$ cat config.mk
export PLATFORM = sky130hd
export DESIGN_NAME = mem_port_arbiter_flat
export DESIGN_NICKNAME = d
export VERILOG_FILES = /design/src/rtl/mem_port_arbiter_if.sv /design/src/rtl/mem_port_arbiter.sv /design/src/flat_wrapper.sv
export SDC_FILE = /design/constraint.sdc
export NUM_CORES = 1
export LEC_CHECK = 0
export CAP_MARGIN = 15
export CELL_PAD_IN_SITES_DETAIL_PLACEMENT = 2
export CELL_PAD_IN_SITES_GLOBAL_PLACEMENT = 2
export CORE_MARGIN = 2
export CORE_UTILIZATION = 26
export CTS_CLUSTER_DIAMETER = 60
export DETAILED_ROUTE_END_ITERATION = 10
export GPL_TIMING_DRIVEN = 0
export PLACE_DENSITY_LB_ADDON = 0.12
export SLEW_MARGIN = 20
export SYNTH_ARGS = -nofsm -noshare
export SYNTH_HDL_FRONTEND = slang
export SYNTH_SLANG_ARGS = --single-unit
$ cat constraint.sdc
create_clock -name clk -period 2.17 [get_ports clk]
set_clock_uncertainty 0.05 [all_clocks]
set_input_delay 0.5425 -clock clk [delete_from_list [all_inputs] [get_ports clk]]
set_output_delay 0.5425 -clock clk [all_outputs]
set_load 0.01 [all_outputs]
$ cat src/rtl/mem_port_arbiter_if.sv
`default_nettype none
// ============================================================================
// Module   : mem_port_arbiter_if
// Brief    : Bundle of fetch, data-access, stall and memory-port signals
//            shared between the core, the memory and mem_port_arbiter.
//            slave  = arbiter view, master = core/memory view.
// Revision : 1.0 - initial release
// ============================================================================
interface mem_port_arbiter_if #(
  parameter int ADDR_W = 32,
  parameter int DATA_W = 32
);
  // Fetch (F stage)
  logic              if_req;
  logic [ADDR_W-1:0] if_addr;
  logic              if_flush;
  logic              if_ack;
  logic [DATA_W-1:0] if_rdata;
  // Load/store (M stage)
  logic              dm_req;
  logic              dm_we;
  logic [ADDR_W-1:0] dm_addr;
  logic [DATA_W-1:0] dm_wdata;
  logic              dm_ack;
  logic [DATA_W-1:0] dm_rdata;
  // Pipeline freeze
  logic              stall_F;
  logic              stall_M;
  // Shared memory port
  logic              mem_valid;
  logic              mem_we;
  logic [ADDR_W-1:0] mem_addr;
  logic [DATA_W-1:0] mem_wdata;
  logic              mem_ready;
  logic [DATA_W-1:0] mem_rdata;

  modport slave (
    input  if_req, if_addr, if_flush,
    output if_ack, if_rdata,
    input  dm_req, dm_we, dm_addr, dm_wdata,
    output dm_ack, dm_rdata,
    output stall_F, stall_M,
    output mem_valid, mem_we, mem_addr, mem_wdata,
    input  mem_ready, mem_rdata
  );

  modport master (
    output if_req, if_addr, if_flush,
    input  if_ack, if_rdata,
    output dm_req, dm_we, dm_addr, dm_wdata,
    input  dm_ack, dm_rdata,
    input  stall_F, stall_M,
    input  mem_valid, mem_we, mem_addr, mem_wdata,
    output mem_ready, mem_rdata
  );
endinterface
`default_nettype wire

$ cat src/rtl/mem_port_arbiter.sv
`default_nettype none
// ============================================================================
// Module   : mem_port_arbiter
// Brief    : Shares one memory port between instruction fetch and load/store.
//            Data accesses win; a fetch that completes while the pipeline is
//            frozen by a data access is held in ir_q until it can be handed
//            over. Generates stall_F / stall_M for the pipeline enables.
// Options  : MEM_ARB_IBUF_EN - one-entry fetch buffer (tag, word, valid) that
//            serves a repeated fetch address without a memory access.
// Revision : 1.0 - initial release
// ============================================================================
module mem_port_arbiter #(
  parameter int ADDR_W = 32,
  parameter int DATA_W = 32
) (
  input  logic              clk,
  input  logic              reset_n,
  mem_port_arbiter_if.slave bus
);

  typedef enum logic [1:0] {
    S_IDLE   = 2'd0,
    S_I_ACC  = 2'd1,
    S_D_ACC  = 2'd2,
    S_D_DONE = 2'd3
  } state_t;

  state_t            r_state;
  state_t            w_state_nxt;
  logic              w_start_d;
  logic              w_start_i;
  logic              w_buf_hit;
  logic              w_mem_valid;
  logic              w_dm_ack;
  logic              w_i_done;
  logic              w_d_done;
  logic              w_stall_M;
  logic              w_if_ack;
  logic              w_ibuf_match;
  logic [DATA_W-1:0] w_buf_word;

  logic [ADDR_W-1:0] r_mem_addr;
  logic [DATA_W-1:0] r_mem_wdata;
  logic              r_mem_we;
  logic [DATA_W-1:0] r_ir_q;
  logic              r_ir_valid;
  logic              r_drop_q;
  logic [DATA_W-1:0] r_dm_rdata;

  assign w_i_done = (r_state == S_I_ACC) && bus.mem_ready;
  assign w_d_done = (r_state == S_D_ACC) && bus.mem_ready;

  // Stalls are forced low while reset is asserted so the pipeline sees a
  // clean, non-frozen state even if requests are still being presented.
  assign w_stall_M = reset_n & bus.dm_req & ~w_dm_ack;
  assign w_if_ack  = r_ir_valid & ~w_stall_M & ~bus.if_flush;

  // Next-state and transfer strobes; data access has fixed priority.
  always_comb begin
    w_state_nxt = r_state;
    w_start_d   = 1'b0;
    w_start_i   = 1'b0;
    w_buf_hit   = 1'b0;
    w_mem_valid = 1'b0;
    w_dm_ack    = 1'b0;
    case (r_state)
      S_IDLE: begin
        if (bus.dm_req) begin
          w_start_d   = 1'b1;
          w_state_nxt = S_D_ACC;
        end else if (bus.if_req && !r_ir_valid && !bus.if_flush) begin
          if (w_ibuf_match) begin
            w_buf_hit = 1'b1;
          end else begin
            w_start_i   = 1'b1;
            w_state_nxt = S_I_ACC;
          end
        end
      end
      S_I_ACC: begin
        w_mem_valid = 1'b1;
        if (bus.mem_ready) w_state_nxt = S_IDLE;
      end
      S_D_ACC: begin
        w_mem_valid = 1'b1;
        if (bus.mem_ready) w_state_nxt = S_D_DONE;
      end
      S_D_DONE: begin
        w_dm_ack    = 1'b1;
        w_state_nxt = S_IDLE;
      end
      default: w_state_nxt = S_IDLE;
    endcase
  end

  // State register; reset abandons any transaction in flight.
  always_ff @(posedge clk or negedge reset_n) begin
    if (!reset_n) r_state <= S_IDLE;
    else          r_state <= w_state_nxt;
  end

  // Memory request registers, loaded when a transaction is accepted.
  always_ff @(posedge clk or negedge reset_n) begin
    if (!reset_n) begin
      r_mem_addr  <= '0;
      r_mem_wdata <= '0;
      r_mem_we    <= 1'b0;
    end else if (w_start_d) begin
      r_mem_addr  <= bus.dm_addr;
      r_mem_wdata <= bus.dm_wdata;
      r_mem_we    <= bus.dm_we;
    end else if (w_start_i) begin
      r_mem_addr  <= bus.if_addr;
      r_mem_we    <= 1'b0;
    end
  end

  // Held fetch word, its valid flag, and the drop flag for flushed fetches.
  always_ff @(posedge clk or negedge reset_n) begin
    if (!reset_n) begin
      r_ir_q     <= '0;
      r_ir_valid <= 1'b0;
      r_drop_q   <= 1'b0;
    end else if (w_i_done) begin
      r_ir_q     <= bus.mem_rdata;
      r_ir_valid <= ~r_drop_q & ~bus.if_flush;
      r_drop_q   <= 1'b0;
    end else begin
      if ((r_state == S_I_ACC) && bus.if_flush) r_drop_q <= 1'b1;
      if (bus.if_flush || w_if_ack) begin
        r_ir_valid <= 1'b0;
      end else if (w_buf_hit) begin
        r_ir_q     <= w_buf_word;
        r_ir_valid <= 1'b1;
      end
    end
  end

  // Load data capture; a store leaves the previous load value in place.
  always_ff @(posedge clk or negedge reset_n) begin
    if (!reset_n)                   r_dm_rdata <= '0;
    else if (w_d_done && !r_mem_we) r_dm_rdata <= bus.mem_rdata;
  end

`ifdef MEM_ARB_IBUF_EN
  logic [ADDR_W-1:0] r_ir_tag;
  logic [ADDR_W-1:0] r_buf_tag;
  logic [DATA_W-1:0] r_buf_word;
  logic              r_buf_valid;

  assign w_ibuf_match = r_buf_valid && (r_buf_tag == bus.if_addr);
  assign w_buf_word   = r_buf_word;

  // Address of the word currently held in ir_q, used to tag the buffer.
  always_ff @(posedge clk or negedge reset_n) begin
    if (!reset_n)       r_ir_tag <= '0;
    else if (w_i_done)  r_ir_tag <= r_mem_addr;
    else if (w_buf_hit) r_ir_tag <= r_buf_tag;
  end

  // Fetch buffer: any store invalidates it, every delivered fetch refills it.
  always_ff @(posedge clk or negedge reset_n) begin
    if (!reset_n) begin
      r_buf_tag   <= '0;
      r_buf_word  <= '0;
      r_buf_valid <= 1'b0;
    end else if ((r_state == S_D_ACC) && r_mem_we) begin
      r_buf_valid <= 1'b0;
    end else if (w_if_ack) begin
      r_buf_tag   <= r_ir_tag;
      r_buf_word  <= r_ir_q;
      r_buf_valid <= 1'b1;
    end
  end
`else
  assign w_ibuf_match = 1'b0;
  assign w_buf_word   = '0;
`endif

  assign bus.if_ack    = w_if_ack;
  assign bus.if_rdata  = r_ir_q;
  assign bus.dm_ack    = w_dm_ack;
  assign bus.dm_rdata  = r_dm_rdata;
  assign bus.stall_M   = w_stall_M;
  assign bus.stall_F   = reset_n & ((bus.if_req & ~w_if_ack) | w_stall_M);
  assign bus.mem_valid = w_mem_valid;
  assign bus.mem_we    = r_mem_we;
  assign bus.mem_addr  = r_mem_addr;
  assign bus.mem_wdata = r_mem_wdata;

endmodule
`default_nettype wire

$ cat src/flat_wrapper.sv
// flat-port wrapper written by rule: the top's interface ports become plain ports
module mem_port_arbiter_flat 
#(
  parameter int ADDR_W = 32,
  parameter int DATA_W = 32
)
  (clk, reset_n, bus_if_req, bus_if_addr, bus_if_flush, bus_if_ack, bus_if_rdata, bus_dm_req, bus_dm_we, bus_dm_addr, bus_dm_wdata, bus_dm_ack, bus_dm_rdata, bus_stall_F, bus_stall_M, bus_mem_valid, bus_mem_we, bus_mem_addr, bus_mem_wdata, bus_mem_ready, bus_mem_rdata);
  mem_port_arbiter_if #(.ADDR_W(ADDR_W), .DATA_W(DATA_W)) bus_i ();
  input  logic clk;
  input  logic reset_n;
  input wire logic [$bits(bus_i.if_req)-1:0] bus_if_req;
  input wire logic [$bits(bus_i.if_addr)-1:0] bus_if_addr;
  input wire logic [$bits(bus_i.if_flush)-1:0] bus_if_flush;
  output wire logic [$bits(bus_i.if_ack)-1:0] bus_if_ack;
  output wire logic [$bits(bus_i.if_rdata)-1:0] bus_if_rdata;
  input wire logic [$bits(bus_i.dm_req)-1:0] bus_dm_req;
  input wire logic [$bits(bus_i.dm_we)-1:0] bus_dm_we;
  input wire logic [$bits(bus_i.dm_addr)-1:0] bus_dm_addr;
  input wire logic [$bits(bus_i.dm_wdata)-1:0] bus_dm_wdata;
  output wire logic [$bits(bus_i.dm_ack)-1:0] bus_dm_ack;
  output wire logic [$bits(bus_i.dm_rdata)-1:0] bus_dm_rdata;
  output wire logic [$bits(bus_i.stall_F)-1:0] bus_stall_F;
  output wire logic [$bits(bus_i.stall_M)-1:0] bus_stall_M;
  output wire logic [$bits(bus_i.mem_valid)-1:0] bus_mem_valid;
  output wire logic [$bits(bus_i.mem_we)-1:0] bus_mem_we;
  output wire logic [$bits(bus_i.mem_addr)-1:0] bus_mem_addr;
  output wire logic [$bits(bus_i.mem_wdata)-1:0] bus_mem_wdata;
  input wire logic [$bits(bus_i.mem_ready)-1:0] bus_mem_ready;
  input wire logic [$bits(bus_i.mem_rdata)-1:0] bus_mem_rdata;
  assign bus_i.if_req = bus_if_req;
  assign bus_i.if_addr = bus_if_addr;
  assign bus_i.if_flush = bus_if_flush;
  assign bus_if_ack = bus_i.if_ack;
  assign bus_if_rdata = bus_i.if_rdata;
  assign bus_i.dm_req = bus_dm_req;
  assign bus_i.dm_we = bus_dm_we;
  assign bus_i.dm_addr = bus_dm_addr;
  assign bus_i.dm_wdata = bus_dm_wdata;
  assign bus_dm_ack = bus_i.dm_ack;
  assign bus_dm_rdata = bus_i.dm_rdata;
  assign bus_stall_F = bus_i.stall_F;
  assign bus_stall_M = bus_i.stall_M;
  assign bus_mem_valid = bus_i.mem_valid;
  assign bus_mem_we = bus_i.mem_we;
  assign bus_mem_addr = bus_i.mem_addr;
  assign bus_mem_wdata = bus_i.mem_wdata;
  assign bus_i.mem_ready = bus_mem_ready;
  assign bus_i.mem_rdata = bus_mem_rdata;
  mem_port_arbiter #(.ADDR_W(ADDR_W), .DATA_W(DATA_W)) u_core (.clk(clk), .reset_n(reset_n), .bus(bus_i));
endmodule
# ---- After elaboration in Yosys (flattened, before gate mapping)
# Index checks and enable logic that the tools add are counted.
dict set report word_totals {
  elab_cells 64
  reg_bits 133
  input_bits 135
}
dict set report op_classes {
  n_eq_ne 6
  reduce_logical 16
  mux 21
  bitwise_logic 13
}
# operator n
set op_table {}
lappend op_table {{32-bit two-way mux} 3}
lappend op_table {{1-bit two-way mux} 13}
lappend op_table {{2-bit two-way mux} 4}
lappend op_table {{2-bit case mux with 4 select lines} 1}
lappend op_table {{1-bit bitwise AND} 7}
lappend op_table {{1-bit logical AND} 6}
lappend op_table {{2-bit nonzero test} 3}
lappend op_table {{1-bit inverter} 5}
lappend op_table {{2-bit equality test (second input constant)} 2}
lappend op_table {{2-bit != test (second input constant)} 2}
lappend op_table {{1-bit logical NOT} 3}
lappend op_table {{3-bit by 2-bit != test with 1-bit output (second input constant)} 1}
lappend op_table {{3-bit AND reduction} 1}
lappend op_table {{2-bit by 1-bit equality test with 1-bit output (second input constant)} 1}
lappend op_table {{2-bit logical NOT} 1}
lappend op_table {{2-bit OR reduction} 1}
lappend op_table {{1-bit logical OR} 1}
lappend op_table {{1-bit OR} 1}

# ---- Depth between registers and ports, before layout
# Gate-level depths: netlist (run 1).
dict set report depth {
  depth_word 11
  mapped_depth 6
  depth_no_buf 5
}

# ---- Least setup slack after synthesis (run 1)
# Ideal clock, no wire load.
dict set report synth_path {
  path_kind {in2out}
  startpoint {in bus_dm_req}
  endpoint {out bus_stall_F}
  stages 3
  arrival_ns 1.168
  setup_slack_ns 0.410
  path_buffers 1
  cell_sequence {buf_4 > and3b_1 > a31o_2}
}
dict set report synth_via {
  elab_chain_cells 9
}
# item line
set synth_rtl {}
lappend synth_rtl {{from (decl)} flat_wrapper.sv:16} ;# input wire logic [$bits(bus_i.dm_req)-1:0] bus_dm_req;
lappend synth_rtl {{1-bit bitwise AND * (2 in a row)} mem_port_arbiter.sv:55} ;# assign w_stall_M = reset_n & bus.dm_req & ~w_dm_ack;
lappend synth_rtl {{via bus_stall_M} flat_wrapper.sv:23} ;# output wire logic [$bits(bus_i.stall_M)-1:0] bus_stall_M;
lappend synth_rtl {{1-bit inverter} mem_port_arbiter.sv:56} ;# assign w_if_ack = r_ir_valid & ~w_stall_M & ~bus.if_flush;
lappend synth_rtl {{1-bit bitwise AND (2 in a row)} mem_port_arbiter.sv:56}
lappend synth_rtl {{1-bit inverter} mem_port_arbiter.sv:185} ;# assign bus.stall_F = reset_n & ((bus.if_req & ~w_if_ack) | w_stall_M);
lappend synth_rtl {{1-bit bitwise AND} mem_port_arbiter.sv:185}
lappend synth_rtl {{1-bit OR *} mem_port_arbiter.sv:185}
lappend synth_rtl {{1-bit bitwise AND *} mem_port_arbiter.sv:185}
lappend synth_rtl {{to (decl)} flat_wrapper.sv:22} ;# output wire logic [$bits(bus_i.stall_F)-1:0] bus_stall_F;
# The timed path passes the listed nets; every way through them passes the cells marked *.

# ---- Final worst setup path (run 1)
dict set report layout_path {
  startpoint {reg u_core.r_state[1]}
  endpoint {out bus_stall_F}
}
dict set report layout_via {
  elab_chain_cells 11
}
# item line
set layout_rtl {}
lappend layout_rtl {{from (decl)} mem_port_arbiter.sv:28} ;# state_t r_state;
lappend layout_rtl {{from (signal assigned)} mem_port_arbiter.sv:99} ;# else r_state <= w_state_nxt;
lappend layout_rtl {{2-bit equality test *} mem_port_arbiter.sv:66} ;# case (r_state)
lappend layout_rtl {{1-bit two-way mux *} mem_port_arbiter.sv:66}
lappend layout_rtl {{1-bit inverter *} mem_port_arbiter.sv:55}
lappend layout_rtl {{1-bit bitwise AND *} mem_port_arbiter.sv:55}
lappend layout_rtl {{1-bit inverter} mem_port_arbiter.sv:56}
lappend layout_rtl {{1-bit bitwise AND (2 in a row)} mem_port_arbiter.sv:56}
lappend layout_rtl {{1-bit inverter} mem_port_arbiter.sv:185}
lappend layout_rtl {{1-bit bitwise AND} mem_port_arbiter.sv:185}
lappend layout_rtl {{1-bit OR *} mem_port_arbiter.sv:185}
lappend layout_rtl {{1-bit bitwise AND *} mem_port_arbiter.sv:185}
# Every way passes the cells marked *; elsewhere a longest branch is shown, timed or not.

==> flow_metrics.py, run 1 <==
metrics = {
    "outcome": {
        "status": "finished, final reports clean",
    },
    "route": {
        "wire_per_inst_um": 18.8,
        "antenna_left": 0,
        "firstDrtPassIters": 3,
        "vias": 3995,
        "via_per_inst": 4.35,
        "drc": 0,
        "first_iter_violations": 50,
        "finalWirelength_mm": 17.3,
    },
    "logic_synthesis": {
        "ys.flop_type": "dfrtp_1",
        "ys_seq_area_frac": 0.599,
        "syn_inst": 339,
        "synth_top_area_share": 0.599,
        "ys_top_cells_by_count": "mux2_2, dfrtp_1, mux2_4, buf_2, ha_1",
        "synth-edff-count": 0,
        "synth_warnings": 0,
        "synthTopCellsByArea": "dfrtp_1, mux2_2, mux2_4",
        "async_flop_share": 1.00,
        "synth_nets": 479,
        "yosysTopAreaCell": "dfrtp_1",
        "synthDistinctLibCells": 24,
        "syn-mean-instance-area_sq_um": 16.4,
        "syn_area_sq_um": 5560,
        "ys_seq_elements": 133,
        "synth.most_common_cell": "mux2_2",
    },
    "layout": {
        "fill_cells": 2056,
        "syn_to_final_growth_pct": 66.4,
        "antenna_cells": 0,
        "drive_above_1_share": 0.351,
        "fin_area_sq_um": 9250,
        "finalNetCount": 771,
    },
    "placement": {
        "dpl-instance-area_sq_um": 8610,
        "portBuffers": 267,
        "dp_hpwl_mm": 12.9,
        "gp_congestion": 0.693,
    },
    "global_route": {
        "grt_start_max_net_pins": 52,
        "gr-usage-all-layers": 0.156,
        "grt_pass1_wl_mm": 26.2,
        "antenna_found_initial": 0,
        "grt_pass1_vias": 4543,
        "overflow": 0,
    },
    "clock_network": {
        "htree_levels": 4,
        "tritoncts": "built",
        "root_buffer": "clkbuf_16",
        "clk_pin_slew_ns": 0.06,
        "clock_path_buffers": 2,
        "cts_buffers": 17,
        "insertion_delay_ns": 0.41,
        "cts.sinks": 133,
    },
    "power": {
        "power_switching_share": 0.311,
        "power_frac_clock": 0.199,
        "combinationalPowerShare": 0.470,
        "pwr-share-seq": 0.331,
        "power.density_nw_per_um2": 1440,
        "switching_power_mw": 4.13,
        "max-vdd-ir-drop_mv": 0.576,
        "p_int_mw": 9.15,
        "p_leak_nw": 3.93,
    },
    "sta": {
        "drv_slew": 0,
        "fmax_mhz": 468,
        "max_slew_margin": 0.656,
        "final-hold-violation-count": 0,
        "whs_ns": 0.0379,
        "worst_slew_pin_slew_ns": 0.514,
        "period_share": 0.984,
        "rsz0062_at_grt": "yes",
        "finalSetupViolCount": 0,
        "fin_tns_setup_ns": 0,
        "period_needed_ns": 2.14,
    },
    "floorplan": {
        "die_h_um": 150,
        "dieArea_sq_um": 22600,
        "io-pin-count": 269,
        "coreArea_sq_um": 21000,
        "start_util": 0.264,
        "die_w_um": 150,
        "rows": 53,
    },
    "setup_path": {
        "crit_type": "reg2out",
        "critPathMaxFanout": 4,
        "start_kind": "flop",
        "cp.arrival_ns": 1.54,
        "crit_required_ns": 1.58,
        "crit_path_end_kind": "primary output",
    },
    "hold_path": {
        "hp-class": "in2async",
    },
    "flow_run": {
        "cap_violations": 0,
    },
}
-- sequential cells by signal (all words and copies together), names as in the netlist --
| signal | cells |
|---|---|
| u_core.bus.mem_we | 1 |
| u_core.r_state | 2 |
| u_core.bus.dm_rdata | 32 |
| u_core.bus.mem_addr | 32 |
| u_core.r_ir_valid | 1 |
| u_core.r_drop_q | 1 |
| u_core.bus.if_rdata | 32 |
| u_core.bus.mem_wdata | 32 |
-- cells in the final DEF (no fill, tap or decap), types with 2 or more instances in the layout --
| master | Yosys | layout |
|---|---|---|
| clkdlybuf4s50_1 | 0 | 260 |
| mux2_2 | 135 | 135 |
| dfrtp_1 | 133 | 133 |
| mux2_4 | 25 | 25 |
| clkbuf_16 | 0 | 17 |
| buf_2 | 12 | 16 |
| ha_1 | 5 | 5 |
| clkinv_4 | 0 | 4 |
| buf_4 | 1 | 3 |
| buf_6 | 3 | 3 |
| mux2i_1 | 3 | 3 |
| a21oi_1 | 3 | 3 |
| clkinvlp_4 | 0 | 3 |
| inv_6 | 0 | 3 |
| clkinv_2 | 0 | 3 |
| buf_16 | 0 | 3 |
| inv_2 | 0 | 2 |
| nor2_1 | 2 | 2 |
| nand2_1 | 2 | 2 |
| bufbuf_16 | 0 | 2 |
| dlygate4sd2_1 | 0 | 2 |
-- worst paths after layout --
kind	start	to	slack (ns)	cells past startpoint
max reg2reg	u_core.r_state[1]	u_core.bus.mem_wdata[19]	0.15	7
min in group clk	bus_dm_req	u_core.bus.mem_we	0.42	2
min	reset_n	u_core.bus.if_rdata[23]	0.04	2
max	u_core.r_state[1]	bus_stall_F	0.03	4
max in group asynchronous	reset_n	u_core.bus.dm_rdata[5]	1.66	2
min reg2reg	u_core.bus.dm_rdata[9]	u_core.bus.dm_rdata[9]	0.45	1
-- critical path: stages (launching register included) --
cell and delay (ns):
dfrtp_1 0.37, ha_1 0.17, and3b_2 0.24, a31o_2 0.21
buf_2 0.15
-- metal layers --
metal / vias to the layer above / track usage / routed length, um
met5: - / 0 / 0
met4: 0 / 0.0495 / 209
met3: 15 / 0.0624 / 1520
met2: 149 / 0.273 / 9090
met1: 2030 / 0.173 / 6430
li1: 1801 / - / -
-- metrics by stage --
stage	utilization	power [mW]	worst slack [ns]	cells
after floorplan	-	7.19	0.410	339
after global placement	0.408	10.5	-5.57	881
after detailed placement	0.409	10.8	-0.827	882
after CTS	0.441	13.6	-0.159	919
after global routing	0.440	14.1	-0.0376	919
final	0.440	13.3	0.0340	919
-- cells by family after synthesis --
| logic type | count (synthesis) | synth area share |
|---|---|---|
| mux | 163 | 0.346 |
| flops | 133 | 0.599 |
| buf+inv | 19 | 0.0203 |
| simple gates | 11 | 0.0131 |
| compound gates | 8 | 0.0101 |
| fa+ha+maj | 5 | 0.0113 |
-- repair_timing --
| item | 4_1_cts | 5_1_grt |
|---|---|---|
| hold buffers | 1 | 0 |
| endpoints found under the setup margin | 5 | 26 |
| resized for setup | 17 | 6 |
| hold endpoints to repair | 51 | 0 |
| buffers inserted | 2 | 0 |
| cloned | 2 | 0 |
-- area by class of cell --
type,count,area [sq um],area share
clock buffers,19,443,0.0479
inverters,3,11.3,0.00122
multi-input cells,187,2120,0.229
clock inverters,13,98.8,0.0107
repair buffers,273,2800,0.303
well taps,275,344,0.0372
plain buffers,16,101,0.0110
flip-flops and latches,133,3330,0.360
-- power groups by stage --
stage,registers (mW),clock network [mW],logic (mW)
finish,4.40,2.64,6.24
global route,4.58,2.86,6.70
CTS,4.42,2.75,6.41
detailed placement,4.46,0,6.32
global placement,4.36,0,6.17
floorplan,4.96,0,2.22
(Power assumes the default switching activity.)
==> run 2: changes to the inputs <==
Settings changed: SKIP_LAST_GASP from default to 1.
==> flow_metrics.py, run 2 (synthesized netlist as in run 1, its figures left out) <==
metrics = {
    "power": {
        "power.density_nw_per_um2": 1430,
        "p_leak_nw": 3.94,
        "max-vdd-ir-drop_mv": 0.578,
    },
    "clock_network": {
        "cts_buffers": 17,
        "htree_levels": 4,
        "insertion_delay_ns": 0.41,
        "cts.sinks": 133,
        "root_buffer": "clkbuf_16",
        "clk_pin_slew_ns": 0.06,
        "tritoncts": "built",
        "clock_path_buffers": 2,
    },
    "floorplan": {
        "dieArea_sq_um": 22600,
        "start_util": 0.264,
        "coreArea_sq_um": 21000,
        "die_h_um": 150,
        "die_w_um": 150,
        "rows": 53,
        "io-pin-count": 269,
    },
    "setup_path": {
        "path_cells": "ha_2 -> and3b_2 -> a31o_4 -> buf_6",
        "cp.arrival_ns": 1.54,
        "crit_type": "reg2out",
        "crit_path_end_kind": "primary output",
        "cp_slowest_cell": "dfrtp_1",
        "crit_required_ns": 1.58,
        "start_kind": "flop",
        "max_stage_delay_ns": 0.37,
        "ff2ff_setup_slack_ns": 0.14,
        "critPathMaxFanout": 4,
    },
    "layout": {
        "antenna_cells": 0,
        "finalNetCount": 771,
        "syn_to_final_growth_pct": 66.8,
        "fin_area_sq_um": 9270,
        "instances_no_fill": 919,
        "layout_common_cells": "clkdlybuf4s50_1, mux2_2, dfrtp_1",
        "drive_above_1_share": 0.352,
        "fill_cells": 2054,
        "final_common_cell": "clkdlybuf4s50_1",
    },
    "placement": {
        "dp_hpwl_mm": 12.9,
        "dp.cells": 882,
        "gp_congestion": 0.693,
        "dpl-instance-area_sq_um": 8610,
        "pre_cts_ws_ns": -0.827,
        "portBuffers": 267,
    },
    "global_route": {
        "gr-usage-all-layers": 0.156,
        "grt_start_max_net_pins": 52,
        "overflow": 0,
        "grt_pass1_wl_mm": 26.2,
        "antenna_found_initial": 0,
        "grt_pass1_vias": 4549,
    },
    "sta": {
        "finalSetupViolCount": 0,
        "max_slew_margin": 0.656,
        "layout_setup_ws_ns": 0.0372,
        "worst_slew_pin_slew_ns": 0.514,
        "fmax_mhz": 469,
        "drv_slew": 0,
        "rsz0062_at_grt": "yes",
        "final-hold-violation-count": 0,
        "period_share": 0.983,
        "period_needed_ns": 2.13,
        "fin_tns_setup_ns": 0,
    },
    "route": {
        "vias": 3995,
        "via_per_inst": 4.35,
        "drc": 0,
        "wire_per_inst_um": 18.8,
        "finalWirelength_mm": 17.3,
        "firstDrtPassIters": 3,
        "first_iter_violations": 51,
        "antenna_left": 0,
    },
    "flow_run": {
        "cap_violations": 0,
    },
    "hold_path": {
        "hp-class": "in2async",
    },
    "outcome": {
        "status": "finished, final reports clean",
    },
}
-- run 2: layout make-up --
type / count / area (sq um) / share of cell area
sequential: 133 / 3330 / 0.359
timing repair buffer: 273 / 2810 / 0.303
multi-input combinational: 187 / 2130 / 0.230
clock buffer: 19 / 443 / 0.0478
tap: 275 / 344 / 0.0371
buffer: 16 / 101 / 0.0109
clock inverter: 13 / 98.8 / 0.0107
inverter: 3 / 11.3 / 0.00121
-- run 2: where the power goes --
part           total [mW]  internal [mW]  switching [mW]  leakage [nW]
clock network        2.64           1.50            1.14         0.260
registers            4.40           3.76           0.645          1.58
logic                6.25           3.90            2.35          2.11
total                13.3           9.15            4.14          3.94
-- run 2: timing repair --
| item | CTS | global route |
|---|---|---|
| hold buffers | 1 | 0 |
| gates cloned | 2 | 0 |
| resized for setup | 15 | 12 |
| setup endpoints to repair | 5 | 27 |
| endpoints found under the hold margin | 51 | 0 |
| setup buffers | 2 | 0 |
| pin swaps | 0 | 1 |
-- run 2: path summary, 6_finish.rpt --
| kind | depth (start not counted) | endpoint | startpoint |
|---|---|---|---|
| setup / recovery | 4 | bus_stall_F | u_core.r_state[1] |
| hold / removal | 2 | u_core.bus.dm_rdata[26] | reset_n |
| setup reg to reg | 7 | u_core.bus.mem_wdata[19] | u_core.r_state[1] |
| hold reg to reg | 1 | u_core.bus.dm_rdata[9] | u_core.bus.dm_rdata[9] |
| max in group asynchronous | 2 | u_core.bus.dm_rdata[5] | reset_n |
| min in group clk | 2 | u_core.r_ir_valid | bus_if_flush |
-- run 2: worst max-delay path, delay by kind of cell (launching register included) --
kind	cells	cell delay [ns]
buffers and inverters	1	0.12
AO/OA/AOI/OAI	1	0.21
AND/OR/NAND/NOR	1	0.24
adder cells (fa/ha/maj)	1	0.18
flip-flops	1	0.37
-- run 2: metrics by stage --
stage	total power, mW	hold slack, ns	util
floorplan	7.19	0.197	-
global placement	10.5	0.436	0.408
detailed placement	10.8	0.439	0.409
CTS	13.6	0.0212	0.441
global route	14.2	0.0232	0.441
finish	13.3	0.0393	0.441
-- run 2: layer usage --
layer  global-route usage  vias to the layer above  wire length [um]
met5                    0                        -                 0
met4               0.0495                        0               209
met3               0.0624                       15              1510
met2                0.274                      149              9120
met1                0.173                     2030              6430
li1                     -                     1801                 -
